## config.mk

```make
export PLATFORM = sky130hd
export DESIGN_NAME = perceptron_sequencer
export DESIGN_NICKNAME = d
export VERILOG_FILES = /design/src/rtl/perceptron_pkg.sv /design/src/rtl/seq_watchdog.sv /design/src/rtl/perceptron_sequencer.sv
export SDC_FILE = /design/constraint.sdc
export NUM_CORES = 1
export LEC_CHECK = 0
export BUFFER_PORTS_ARGS = -buffer_cell sky130_fd_sc_hd__buf_2
export CAP_MARGIN = 20
export CORE_MARGIN = 4
export CORE_UTILIZATION = 53
export DETAILED_ROUTE_END_ITERATION = 10
export PLACE_DENSITY = 0.8
export SYNTH_ARGS = -nofsm -noshare
export SYNTH_HDL_FRONTEND = slang
export SYNTH_SLANG_ARGS = --single-unit
```

## constraint.sdc

```tcl
create_clock -name clk -period 2.75 [get_ports clk]
set_input_delay 0.55 -clock clk [delete_from_list [all_inputs] [get_ports clk]]
set_output_delay 0.55 -clock clk [all_outputs]
set_load 0.005 [all_outputs]
```

## src/rtl/perceptron_pkg.sv

```systemverilog
// perceptron_pkg
// Shared definitions for the perceptron sequencer: the sequencer state
// encoding, the configuration word indices (w0, w1, w2, n) and the
// sel_out codes that select a weight on the core's output mux.
package perceptron_pkg;

    typedef enum logic [3:0] {
        S_IDLE,
        S_CRST,
        S_CFG,
        S_RDY,
        S_LX1,
        S_LX2,
        S_WAIT,
        S_CAPT,
        S_RDBK,
        S_ERR
    } seq_state_e;

    // Configuration word order as loaded into the core. The read-back
    // index reuses the first three values.
    localparam logic [1:0] CFG_W0 = 2'd0;
    localparam logic [1:0] CFG_W1 = 2'd1;
    localparam logic [1:0] CFG_W2 = 2'd2;
    localparam logic [1:0] CFG_N  = 2'd3;

    // Core output mux select codes.
    localparam logic [1:0] SEL_NONE = 2'd0;
    localparam logic [1:0] SEL_W0   = 2'd1;
    localparam logic [1:0] SEL_W1   = 2'd2;
    localparam logic [1:0] SEL_W2   = 2'd3;

    function automatic logic [7:0] sat_inc8(input logic [7:0] v);
        return (v == 8'hFF) ? v : v + 8'd1;
    endfunction

endpackage

```

## src/rtl/seq_watchdog.sv

```systemverilog
// seq_watchdog
// Loadable down-counter guarding the wait for core done.
//   clk, reset   system clock, async active-high reset
//   load_i       reload the counter with WATCHDOG-1
//   en_i         count down by one (stops at zero)
//   expire_o     counter has reached its terminal count of zero
module seq_watchdog #(
    parameter int WATCHDOG = 16
) (
    input  logic clk,
    input  logic reset,
    input  logic load_i,
    input  logic en_i,
    output logic expire_o
);

    localparam int CW = (WATCHDOG > 1) ? $clog2(WATCHDOG) : 1;
    // Loaded with WATCHDOG-1 so that expire_o is seen in the WATCHDOG-th
    // enabled cycle after the load.
    localparam logic [CW-1:0] LOAD_VAL = CW'(WATCHDOG - 1);

    logic [CW-1:0] cnt_q, cnt_d;

    always_comb begin
        cnt_d = cnt_q;
        if (load_i) begin
            cnt_d = LOAD_VAL;
        end else if (en_i && (cnt_q != '0)) begin
            cnt_d = cnt_q - CW'(1);
        end
    end

    always_ff @(posedge clk or posedge reset) begin
        if (reset) begin
            cnt_q <= '0;
        end else begin
            cnt_q <= cnt_d;
        end
    end

    assign expire_o = (cnt_q == '0);

endmodule

```

## src/rtl/perceptron_sequencer.sv

```systemverilog
// perceptron_sequencer
// Host-side controller for the three-weight perceptron core. Loads the
// configuration words (w0, w1, w2, n), streams classify/train samples into
// the core, reports one result per sample and optionally reads the
// updated weights back.
//   clk, reset                       system clock, async active-high reset
//   cfg_valid/cfg_ready/cfg_data     configuration word handshake
//   s_valid/s_ready, s_x1, s_x2,
//   s_label, s_train                 sample handshake and payload
//   r_valid, r_class, r_miss         result strobe and result
//   r_w0..r_w2                       last read-back weights
//   miss_count, busy, error          status
//   p_*                              perceptron core control and status
//
// state | meaning
// IDLE  | unconfigured, waiting for the first config word
// CRST  | core held in reset for one cycle, error cleared
// CFG   | loading w0 (latched), then w1, w2, n from the host
// RDY   | configured, accepting samples; x1 loaded on the handshake cycle
// LX1   | reserved; x1 load happens inside RDY
// LX2   | loading x2, watchdog armed
// WAIT  | core computing; update/correct held, watchdog counting
// CAPT  | result captured from the core
// RDBK  | weights read back through the core output mux
// ERR   | sync or watchdog failure, waiting for a new configuration
module perceptron_sequencer
    import perceptron_pkg::*;
#(
    parameter int WATCHDOG = 16,
    parameter int READBACK = 1
) (
    input  logic       clk,
    input  logic       reset,
    input  logic       cfg_valid,
    output logic       cfg_ready,
    input  logic [5:0] cfg_data,
    input  logic       s_valid,
    output logic       s_ready,
    input  logic [5:0] s_x1,
    input  logic [5:0] s_x2,
    input  logic       s_label,
    input  logic       s_train,
    output logic       r_valid,
    output logic       r_class,
    output logic       r_miss,
    output logic [5:0] r_w0,
    output logic [5:0] r_w1,
    output logic [5:0] r_w2,
    output logic [7:0] miss_count,
    output logic       busy,
    output logic       error,
    output logic       p_reset_l,
    output logic       p_go,
    output logic       p_update,
    output logic       p_correct,
    output logic [5:0] p_in_val,
    output logic [1:0] p_sel_out,
    input  logic       p_done,
    input  logic       p_class,
    input  logic       p_sync,
    input  logic [5:0] p_out_val
);

    seq_state_e state_q, state_d;
    logic [1:0] idx_q, idx_d;
    logic [5:0] w0_q, w0_d;
    logic [5:0] x2_q, x2_d;
    logic       label_q, label_d;
    logic       train_q, train_d;
    logic       r_valid_q, r_valid_d;
    logic       r_class_q, r_class_d;
    logic       r_miss_q, r_miss_d;
    logic [5:0] r_w0_q, r_w0_d;
    logic [5:0] r_w1_q, r_w1_d;
    logic [5:0] r_w2_q, r_w2_d;
    logic [7:0] miss_cnt_q, miss_cnt_d;
    logic       error_q, error_d;

    logic       wd_load;
    logic       wd_en;
    logic       wd_expire;
    logic       miss_now;

    seq_watchdog #(
        .WATCHDOG (WATCHDOG)
    ) u_watchdog (
        .clk      (clk),
        .reset    (reset),
        .load_i   (wd_load),
        .en_i     (wd_en),
        .expire_o (wd_expire)
    );

    assign miss_now = p_class ^ label_q;

    always_comb begin
        state_d    = state_q;
        idx_d      = idx_q;
        w0_d       = w0_q;
        x2_d       = x2_q;
        label_d    = label_q;
        train_d    = train_q;
        r_valid_d  = 1'b0;
        r_class_d  = r_class_q;
        r_miss_d   = r_miss_q;
        r_w0_d     = r_w0_q;
        r_w1_d     = r_w1_q;
        r_w2_d     = r_w2_q;
        miss_cnt_d = miss_cnt_q;
        error_d    = error_q;
        wd_load    = 1'b0;
        wd_en      = 1'b0;

        cfg_ready  = 1'b0;
        s_ready    = 1'b0;
        p_reset_l  = 1'b1;
        p_go       = 1'b0;
        p_update   = 1'b0;
        p_correct  = 1'b0;
        p_in_val   = 6'd0;
        p_sel_out  = SEL_NONE;

        case (state_q)
            S_IDLE: begin
                cfg_ready = 1'b1;
                if (cfg_valid) begin
                    w0_d    = cfg_data;
                    state_d = S_CRST;
                end
            end

            S_CRST: begin
                p_reset_l = 1'b0;
                error_d   = 1'b0;
                idx_d     = CFG_W0;
                state_d   = S_CFG;
            end

            S_CFG: begin
                // w0 was taken in the handshake that started configuration;
                // the remaining words are passed straight from the host.
                if (idx_q == CFG_W0) begin
                    p_go     = 1'b1;
                    p_in_val = w0_q;
                end else begin
                    cfg_ready = 1'b1;
                    if (cfg_valid) begin
                        p_go     = 1'b1;
                        p_in_val = cfg_data;
                    end
                end
                if (p_go) begin
                    if (!p_sync) begin
                        error_d = 1'b1;
                        state_d = S_ERR;
                    end else if (idx_q == CFG_N) begin
                        miss_cnt_d = 8'd0;
                        state_d    = S_RDY;
                    end else begin
                        idx_d = idx_q + 2'd1;
                    end
                end
            end

            S_RDY: begin
                cfg_ready = 1'b1;
                s_ready   = 1'b1;
                // A configuration request takes priority; a sample offered
                // in the same cycle is not forwarded to the core.
                if (cfg_valid) begin
                    w0_d    = cfg_data;
                    state_d = S_CRST;
                end else if (s_valid) begin
                    p_go     = 1'b1;
                    p_in_val = s_x1;
                    x2_d     = s_x2;
                    label_d  = s_label;
                    train_d  = s_train;
                    if (!p_sync) begin
                        error_d = 1'b1;
                        state_d = S_ERR;
                    end else begin
                        state_d = S_LX2;
                    end
                end
            end

            S_LX2: begin
                p_go     = 1'b1;
                p_in_val = x2_q;
                wd_load  = 1'b1;
                state_d  = S_WAIT;
            end

            S_WAIT: begin
                p_update  = train_q;
                p_correct = label_q;
                wd_en     = 1'b1;
                if (p_done) begin
                    state_d = S_CAPT;
                end else if (wd_expire) begin
                    error_d = 1'b1;
                    state_d = S_ERR;
                end
            end

            S_CAPT: begin
                r_class_d = p_class;
                r_miss_d  = miss_now;
                r_valid_d = 1'b1;
                if (miss_now) begin
                    miss_cnt_d = sat_inc8(miss_cnt_q);
                end
                if (train_q && (READBACK != 0)) begin
                    idx_d   = CFG_W0;
                    state_d = S_RDBK;
                end else begin
                    state_d = S_RDY;
                end
            end

            S_RDBK: begin
                case (idx_q)
                    CFG_W0: begin
                        p_sel_out = SEL_W0;
                        r_w0_d    = p_out_val;
                    end
                    CFG_W1: begin
                        p_sel_out = SEL_W1;
                        r_w1_d    = p_out_val;
                    end
                    default: begin
                        p_sel_out = SEL_W2;
                        r_w2_d    = p_out_val;
                    end
                endcase
                if (idx_q == CFG_W2) begin
                    state_d = S_RDY;
                end else begin
                    idx_d = idx_q + 2'd1;
                end
            end

            S_ERR: begin
                cfg_ready = 1'b1;
                if (cfg_valid) begin
                    w0_d    = cfg_data;
                    state_d = S_CRST;
                end
            end

            default: begin
                state_d = S_IDLE;
            end
        endcase
    end

    always_ff @(posedge clk or posedge reset) begin
        if (reset) begin
            state_q    <= S_IDLE;
            idx_q      <= CFG_W0;
            w0_q       <= 6'd0;
            x2_q       <= 6'd0;
            label_q    <= 1'b0;
            train_q    <= 1'b0;
            r_valid_q  <= 1'b0;
            r_class_q  <= 1'b0;
            r_miss_q   <= 1'b0;
            r_w0_q     <= 6'd0;
            r_w1_q     <= 6'd0;
            r_w2_q     <= 6'd0;
            miss_cnt_q <= 8'd0;
            error_q    <= 1'b0;
        end else begin
            state_q    <= state_d;
            idx_q      <= idx_d;
            w0_q       <= w0_d;
            x2_q       <= x2_d;
            label_q    <= label_d;
            train_q    <= train_d;
            r_valid_q  <= r_valid_d;
            r_class_q  <= r_class_d;
            r_miss_q   <= r_miss_d;
            r_w0_q     <= r_w0_d;
            r_w1_q     <= r_w1_d;
            r_w2_q     <= r_w2_d;
            miss_cnt_q <= miss_cnt_d;
            error_q    <= error_d;
        end
    end

    assign r_valid    = r_valid_q;
    assign r_class    = r_class_q;
    assign r_miss     = r_miss_q;
    assign r_w0       = r_w0_q;
    assign r_w1       = r_w1_q;
    assign r_w2       = r_w2_q;
    assign miss_count = miss_cnt_q;
    assign error      = error_q;
    assign busy       = !((state_q == S_IDLE) || (state_q == S_RDY));

endmodule

```

Yosys cells after proc, flatten, opt, wreduce, memory -nomap -nowiden
Cells that the tools add are included.
{"block": "word_totals", "ff_bits": 54, "output_inout_bits": 45, "word_cells": 128}
{"block": "op_classes", "addsub": 3, "n_eq_ne": 29, "muxes": 55, "bitwise": 3, "n_reduce_logical": 23}
{"cell": "4-bit 2-to-1 mux", "count": 13}
{"cell": "8-bit 2-to-1 mux", "count": 5}
{"cell": "4-bit case mux with 8 select lines", "count": 1}
{"cell": "6-bit 2-to-1 mux", "count": 4}
{"cell": "2-bit inequality test, second input constant", "count": 12}
{"cell": "6-bit AND reduction", "count": 4}
{"cell": "1-bit 2-to-1 mux", "count": 19}
{"cell": "6-bit case mux with 3 select lines", "count": 1}
{"cell": "8-bit case mux with 2 select lines", "count": 1}
{"cell": "4-bit by 3-bit equality test with 1-bit output, second input constant", "count": 3}
{"cell": "2-bit 2-to-1 mux", "count": 6}
{"cell": "4-bit nonzero test", "count": 3}
{"cell": "8-bit by 1-bit adder with 8-bit output, second input constant", "count": 1}
{"cell": "4-bit by 2-bit equality test with 1-bit output, second input constant", "count": 2}
{"cell": "4-bit equality test, second input constant", "count": 2}
{"cell": "8-bit equality test, second input constant", "count": 1}
{"cell": "4-bit zero test", "count": 2}
{"cell": "2-bit case mux with 4 select lines", "count": 1}
{"cell": "2-bit AND reduction", "count": 4}
{"cell": "3-bit inequality test, second input constant", "count": 2}
{"cell": "2-bit equality test, second input constant", "count": 2}
{"cell": "4-bit by 1-bit equality test with 1-bit output, second input constant", "count": 1}
{"cell": "2-bit by 1-bit inequality test with 1-bit output, second input constant", "count": 2}
{"cell": "1-bit case mux with 4 select lines", "count": 1}
{"cell": "other kinds (17)", "count": 20}

Logic depth before layout (Yosys ltp)
Gate-level depths: netlist of run 1.
{"block": "depth", "depth_word": 5, "depth_mapped": 7, "mapped_depth_nobuf": 6}

Hierarchy
Synthesis of run 1 repeated with hierarchy kept, for this count alone.
{"block": "unflattened", "hier_cells": 274, "hier_area_um2": 3021.6}
{"mod": "perceptron_sequencer", "instances": 1, "cells_per_inst": 252, "area_per_inst_um2": 2798.9, "seq_area_each_um2": 1251.2}
{"mod": "seq_watchdog", "instances": 1, "cells_per_inst": 22, "area_per_inst_um2": 222.7, "seq_area_each_um2": 100.1}

Worst setup path after synthesis of run 1
Ideal clock, no wire load.
{"block": "synth_path", "path_kind": "flip-flop to output port", "startpoint": "register idx_q[0]", "endpoint": "output port p_in_val[1]", "arrival_time_ns": 1.629, "required_time_ns": 2.200, "path_slack_ns": 0.571, "stages_incl_launch_ff": 8, "n_path_buf": 2, "path_cell_list": "dfrtp_1 > inv_1 > ha_1 > clkbuf_1 > clkbuf_1 > nand3b_1 > a21oi_1 > a221o_1"}
{"block": "synth_via", "elab_chain_len": 3}
{"element": "from (decl)", "line_no": "perceptron_sequencer.sv:65", "rtl": "logic [1:0] idx_q, idx_d;"}
{"element": "from (signal assigned)", "line_no": "perceptron_sequencer.sv:276", "rtl": "idx_q <= idx_d;"}
{"element": "2-bit zero test", "line_no": "perceptron_sequencer.sv:142", "rtl": "if (idx_q == CFG_W0) begin"}
{"element": "6-bit 2-to-1 mux", "line_no": "perceptron_sequencer.sv:142"}
{"element": "6-bit case mux with 3 select lines", "line_no": "perceptron_sequencer.sv:123", "rtl": "case (state_q)"}
{"element": "to (decl)", "line_no": "perceptron_sequencer.sv:56", "rtl": "output logic [5:0] p_in_val,"}
No other way between the ends.

Final worst setup path of run 1
{"block": "layout_path", "startpoint": "register state_q[1]", "endpoint": "output port p_sel_out[1]"}
{"block": "layout_via", "elab_chain_len": 2}
{"element": "from (decl)", "line_no": "perceptron_sequencer.sv:64", "rtl": "seq_state_e state_q, state_d;"}
{"element": "from (signal assigned)", "line_no": "perceptron_sequencer.sv:275", "rtl": "state_q <= state_d;"}
{"element": "4-bit equality test", "line_no": "perceptron_sequencer.sv:123"}
{"element": "2-bit 2-to-1 mux", "line_no": "perceptron_sequencer.sv:123"}
{"element": "to (decl)", "line_no": "perceptron_sequencer.sv:57", "rtl": "output logic [1:0] p_sel_out,"}
No other way between the ends.

==> out/metrics.yaml, run 1 <==
status: "finished, final reports clean"
crit_path_end_kind: "output pin"
synth_area_leaders: "dfrtp_1 (45%), mux2_2 (12%), ha_1 (2.5%)"
route.met2.wl_um: 3350
dp_hpwl_um: 5270
wl_met1_um: 2980
final_net_count: 396
syn_area_per_cell_um2: 10.6
slowest_stage: "or4b_2"
place.gp.congestion: 0.877
internal_power_w: 0.00223
avgViaCountPerCell: 5.84
cp_data_arrival_time_ps: 2040
cts_sinks: 54
die_h_um: 82.9
synthFlopType: "dfrtp_1"
pwr-share-comb_pct: 48.1
r2r_slack_ps: 500
track_usage_pct: 20.7
wl_met3_um: 442
final_antenna_net_count: 0
async_flop_share_pct: 100
rsz0062_at_grt: "no"
cts_buffers: 5
dieArea_um2: 6870
required_ps: 2200
yosysWarnings: 0
port_buffers: 77
irDropWorstVdd_v: 0.000561
setup_viol: 0
grt_pass1_wl_um: 12100
cts_setup_buffers: 0
period_needed_ps: 2590
cp_cell_sequence: "buf_4 -> or4b_2 -> nor2_1 -> buf_2"
dr.first_iter.drc_count: 166
reg2reg_to: "r_w2[2]$_DFFE_PP0P_"
critPathBufInv: 2
final_cell_mix: "buf_2 (77), dfrtp_1 (54), mux2_2 (32)"
antenna_cells: 0
crit_cells: 4
clk_latency_ps: 320
cts_root_buf: "clkbuf_8"
drt_pass1_iterations: 6
overflow: 0
slew_violations: 0
path_class: "reg2out"
p_switching_w: 0.00140
final_core_util_pct: 67.0
grt_max_degree: 21
ys_ff_latch: 54
vias: 2500
syn2layout_area_growth_pct: 18.9
min_path_type: "in2async"
p_seq_share_pct: 39.0
fin_worst_skew_ps: 13.2
clk_path_buf_depth: 2
drc: 0
synth_nets: 319
fp.dieW_um: 82.9
netlist_instances: 280
tightest_slew_ps: 701
critPathMaxFanout: 12
powerDensity_nw_per_um2: 1030
drv_cap: 0
netlist.area_leader.share_pct: 45.5
yosysUniqueCellTypes: 58
drt-total-wl_um: 6880
fp.coreArea_um2: 5270
io_pins: 78
max_slew_margin_pct: 52.6
r2r_cells: 4
max_freq_mhz: 387
synth.largest_area_cell: "dfrtp_1"
cts_tree: "built"
htreeDepth: 2
maxUsedRoutingLayer: "met4"
finalCritPeriodShare_pct: 94.0
clk_pin_slew_ps: 100
core.rowCount: 26
swShare_pct: 38.4
cpPeakStageDelay_ps: 720
start_util_pct: 56.4
grt_pass1_vias: 2561
antenna_found_initial: 0
finalSetupTns_ps: 0
synth-edff-count: 0
leakage_nw: 1.69
mostFrequentLayoutCell: "buf_2"
avgRoutedWirePerCell_um: 16.1
hold_viol: 0
r2r-start: "state_q[1]$_DFFE_PP0P_"
clockPowerShare_pct: 12.9
drive_above_1_share_pct: 38.5
yosysSeqAreaShare_pct: 45.5
crit_family: "simple AND/OR/NAND/NOR gates"
start_kind: "flop"
syn-cell-area_um2: 2970
-- power groups by stage --
stage / logic, W / clock network, W / registers (W)
2_1_floorplan: 0.00120 / 0 / 0.00138
3_3_place_gp: 0.00169 / 0 / 0.00141
3_5_place_dp: 0.00174 / 0 / 0.00143
4_1_cts: 0.00175 / 0.000482 / 0.00141
5_1_grt: 0.00195 / 0.000518 / 0.00147
6_report: 0.00175 / 0.000468 / 0.00142
-- sequential cells by signal, summed over array words and instances (netlist names), 2 cells and up --
| signal | cells |
|---|---|
| r_w1 | 6 |
| u_watchdog.cnt_q | 4 |
| x2_q | 6 |
| state_q | 4 |
| r_w2 | 6 |
| r_w0 | 6 |
| w0_q | 6 |
| miss_count | 8 |
| idx_q | 2 |
-- layout make-up --
class                   instances  area, um^2
fillers                       444        1740
well taps                      70        87.6
inverters                      13        48.8
repair buffers                 86         453
clock buffers                   5        68.8
flip-flops and latches         54        1350
multi-input cells             197        1500
clock inverters                 3        26.3
-- stage by stage --
stage | power (W) | setup WS [ps] | cell area [um^2] | cells | hold slack (ps)
floorplan | 0.00258 | 571 | 2970 | 280 | 470
global placement | 0.00310 | 410 | 3430 | 420 | 454
detailed placement | 0.00317 | 335 | 3430 | 420 | 459
CTS | 0.00365 | 88.0 | 3520 | 428 | 179
global route | 0.00394 | 57.4 | 3530 | 428 | 178
finish | 0.00363 | 164 | 3530 | 428 | 175
-- logic make-up (layout without fill, tap and decap cells) --
logic type,Yosys count,in the layout,synth area share [%]
flip-flops,54,54,45.5
AND/OR/NAND/NOR,83,83,16.1
AO/OA/AOI/OAI,66,66,15.9
multiplexers,39,39,14.7
buffers and inverters,29,107,4.46
adder cells (fa/ha/maj),6,6,2.53
XOR/XNOR,3,3,0.885
-- cell usage after synthesis (5+ instances only) --
library cell	count
nand2b_1	6
nor2b_1	5
ha_1	6
a21oi_1	11
mux2_2	32
nor2_1	14
a31oi_1	7
nand2_1	19
a211oi_1	5
a221o_1	6
nand3_1	6
dfrtp_1	54
nor3_1	8
o21ai_0	10
inv_1	12
mux2i_1	6
clkbuf_1	6
-- worst max path at each step --
stage                         endpoint  slack, ps                    from
after floorplan            p_in_val[1]        570    idx_q[0]$_DFFE_PP0P_
after detailed placement   p_in_val[1]        340               cfg_valid
after CTS                  p_in_val[1]         90  state_q[2]$_DFFE_PP0P_
after global routing       p_in_val[2]         60  state_q[1]$_DFFE_PP0P_
final                     p_sel_out[1]        160  state_q[1]$_DFFE_PP0P_
after global placement     p_in_val[5]        410               cfg_valid
-- timing repair --
| action | in CTS | in global routing |
|---|---|---|
| resized for setup | 0 | 3 |
| hold buffers | 0 | 0 |
| hold endpoints to repair | 0 | 0 |
| setup endpoints to repair | 0 | 8 |
-- per-layer routing --
layer | track usage [%] | up-vias
met5 | 0 | -
met4 | 5.35 | 0
met3 | 4.36 | 18
met2 | 34.0 | 102
met1 | 28.0 | 1193
li1 | - | 1187
No activity file was read; power rests on OpenSTA's default activity.
==> inputs of run 2 (changes only) <==
--- a/config.mk
+++ b/config.mk
@@ -8,9 +8,8 @@
 export BUFFER_PORTS_ARGS = -buffer_cell sky130_fd_sc_hd__buf_2
 export CAP_MARGIN = 20
 export CORE_MARGIN = 4
-export CORE_UTILIZATION = 53
+export CORE_UTILIZATION = 30
 export DETAILED_ROUTE_END_ITERATION = 10
-export PLACE_DENSITY = 0.8
 export SYNTH_ARGS = -nofsm -noshare
 export SYNTH_HDL_FRONTEND = slang
 export SYNTH_SLANG_ARGS = --single-unit
==> run 2 against run 1 <==
Utilization fell by 30 points. Flip-flop and latch count is the same. Combinational power barely moved. Critical path depth increased by 2. Sequential share of layout area shrank 1.0 points. Clock-buffer cell count stayed put. Wire length increased by 7.9%. Design area increased by 3.0%. Clock skew decreased by 7.6 ps.
==> out/metrics.yaml, run 2 (synthesis gave the netlist of run 1 again) <==
status: "finished, final reports clean"
cp_data_arrival_time_ps: 2060
final_cell_mix: "buf_2 (77), dfrtp_1 (52), mux2_2 (32)"
fp.dieW_um: 108
mostFrequentLayoutCell: "buf_2"
drive_above_1_share_pct: 39.6
period_needed_ps: 2610
grt_pass1_wl_um: 12200
cpPeakStageDelay_ps: 540
dp_hpwl_um: 5650
htreeDepth: 2
grt_pass1_vias: 2425
min_path_type: "in2async"
grt-busiest-layer: "met2"
drt_pass1_iterations: 4
cts_root_buf: "clkbuf_8"
largest_reg_flops: 8
finalSetupTns_ps: 0
die_h_um: 108
final_antenna_net_count: 0
slew_violations: 0
io_pins: 78
start_kind: "flop"
fin_worst_skew_ps: 5.56
hold_viol: 0
dr.first_iter.drc_count: 111
place.gp.congestion: 0.846
r2r-start: "state_q[0]$_DFFE_PP0P_"
leakage_nw: 1.70
finalNonFillerCells: 494
max_freq_mhz: 384
slowest_stage: "dfrtp_1"
grtUsageMet1_pct: 18.0
grt_max_degree: 28
ctsHoldBuffers: 0
met2_usage_pct: 21.4
path_class: "reg2out"
antenna_cells: 0
setup_viol: 0
final_net_count: 399
syn2layout_area_growth_pct: 22.5
port_buffers: 77
dieArea_um2: 11600
crit_path_end_kind: "output pin"
cts_tree: "built"
overflow: 0
placed_cells: 485
cts_sinks: 54
drv_cap: 0
drc: 0
avgRoutedWirePerCell_um: 15.0
powerDensity_nw_per_um2: 1010
drt-total-wl_um: 7430
avgViaCountPerCell: 5.02
grt_util_met3_pct: 2.22
core.rowCount: 36
cp_cell_sequence: "nand2b_1 -> nor3_2 -> and2_1 -> buf_4 -> or3_1 -> buf_2"
clk_path_buf_depth: 2
track_usage_pct: 13.2
fin_total_pwr_w: 0.00368
clk_pin_slew_ps: 110
antenna_found_initial: 0
fin_hold_ws_ps: 275
vias: 2482
required_ps: 2200
tightest_slew_ps: 788
finalCritPeriodShare_pct: 94.8
cts_buffers: 5
critPathMaxFanout: 14
cp-startpoint: "state_q[2]$_DFFE_PP0P_"
start_util_pct: 30.5
rsz0062_at_grt: "no"
fp.coreArea_um2: 9730
irDropWorstVdd_v: 0.000308
max_slew_margin_pct: 46.7
clk_latency_ps: 320
## run 2: changes by cell type in the layout (fill, tap and decap cells not counted), sizes merged
| cell | delta |
|---|---|
| buf | +3 |
## run 2: what timing repair did
| action | CTS | global route |
|---|---|---|
| setup endpoints to repair | 0 | 7 |
| resized for setup | 0 | 5 |
| buffers inserted | 0 | 1 |
## run 2: area by class of cell
| cell class | count | area (um^2) |
|---|---|---|
| Timing Repair Buffer | 89 | 475 |
| Inverter | 13 | 48.8 |
| Clock buffer | 5 | 68.8 |
| Multi-Input combinational cell | 197 | 1500 |
| Clock inverter | 3 | 28.8 |
| Sequential cell | 54 | 1350 |
| Fill cell | 1013 | 6090 |
| Tap cell | 133 | 166 |
## run 2: critical path, delay by kind of cell (launching register included)
kind	cells	cell delay [ps]
buf+inv	2	340
flops	1	540
simple gates	4	850
## run 2: report_power, final
part / internal [W] / switching, W / total [W] / leakage [nW]
logic: 0.000906 / 0.000845 / 0.00175 / 0.992
clock network: 0.000192 / 0.000308 / 0.000499 / 0.0506
registers: 0.00116 / 0.000269 / 0.00143 / 0.658
## run 2: per-stage QoR
stage | setup slack, ps | util (%) | cell area, um^2
detailed placement | 361 | 36.2 | 3520
floorplan | 571 | - | 2970
CTS | 0.547 | 37.2 | 3620
finish | 144 | 37.4 | 3640
global placement | 399 | 36.2 | 3520
global route | 30.4 | 37.4 | 3640
## run 2: layer usage
metal / routed length [um] / vias to the layer above
li1: - / 1190
met1: 3300 / 1217
met2: 3680 / 62
met3: 311 / 13
met4: 138 / 0
met5: 0 / -
## run 2: worst paths after layout
kind	endpoint	cells after the start	slack (ps)
setup / recovery	p_go	6	140
hold / removal	r_w1[5]$_DFFE_PP0P_	2	270
setup reg to reg	r_w1[4]$_DFFE_PP0P_	5	410
hold reg to reg	r_class$_DFFE_PP0N_	2	490
max in group asynchronous	r_miss$_DFFE_PP0N_	3	1800
min in group clk	r_class$_DFFE_PP0N_	3	450
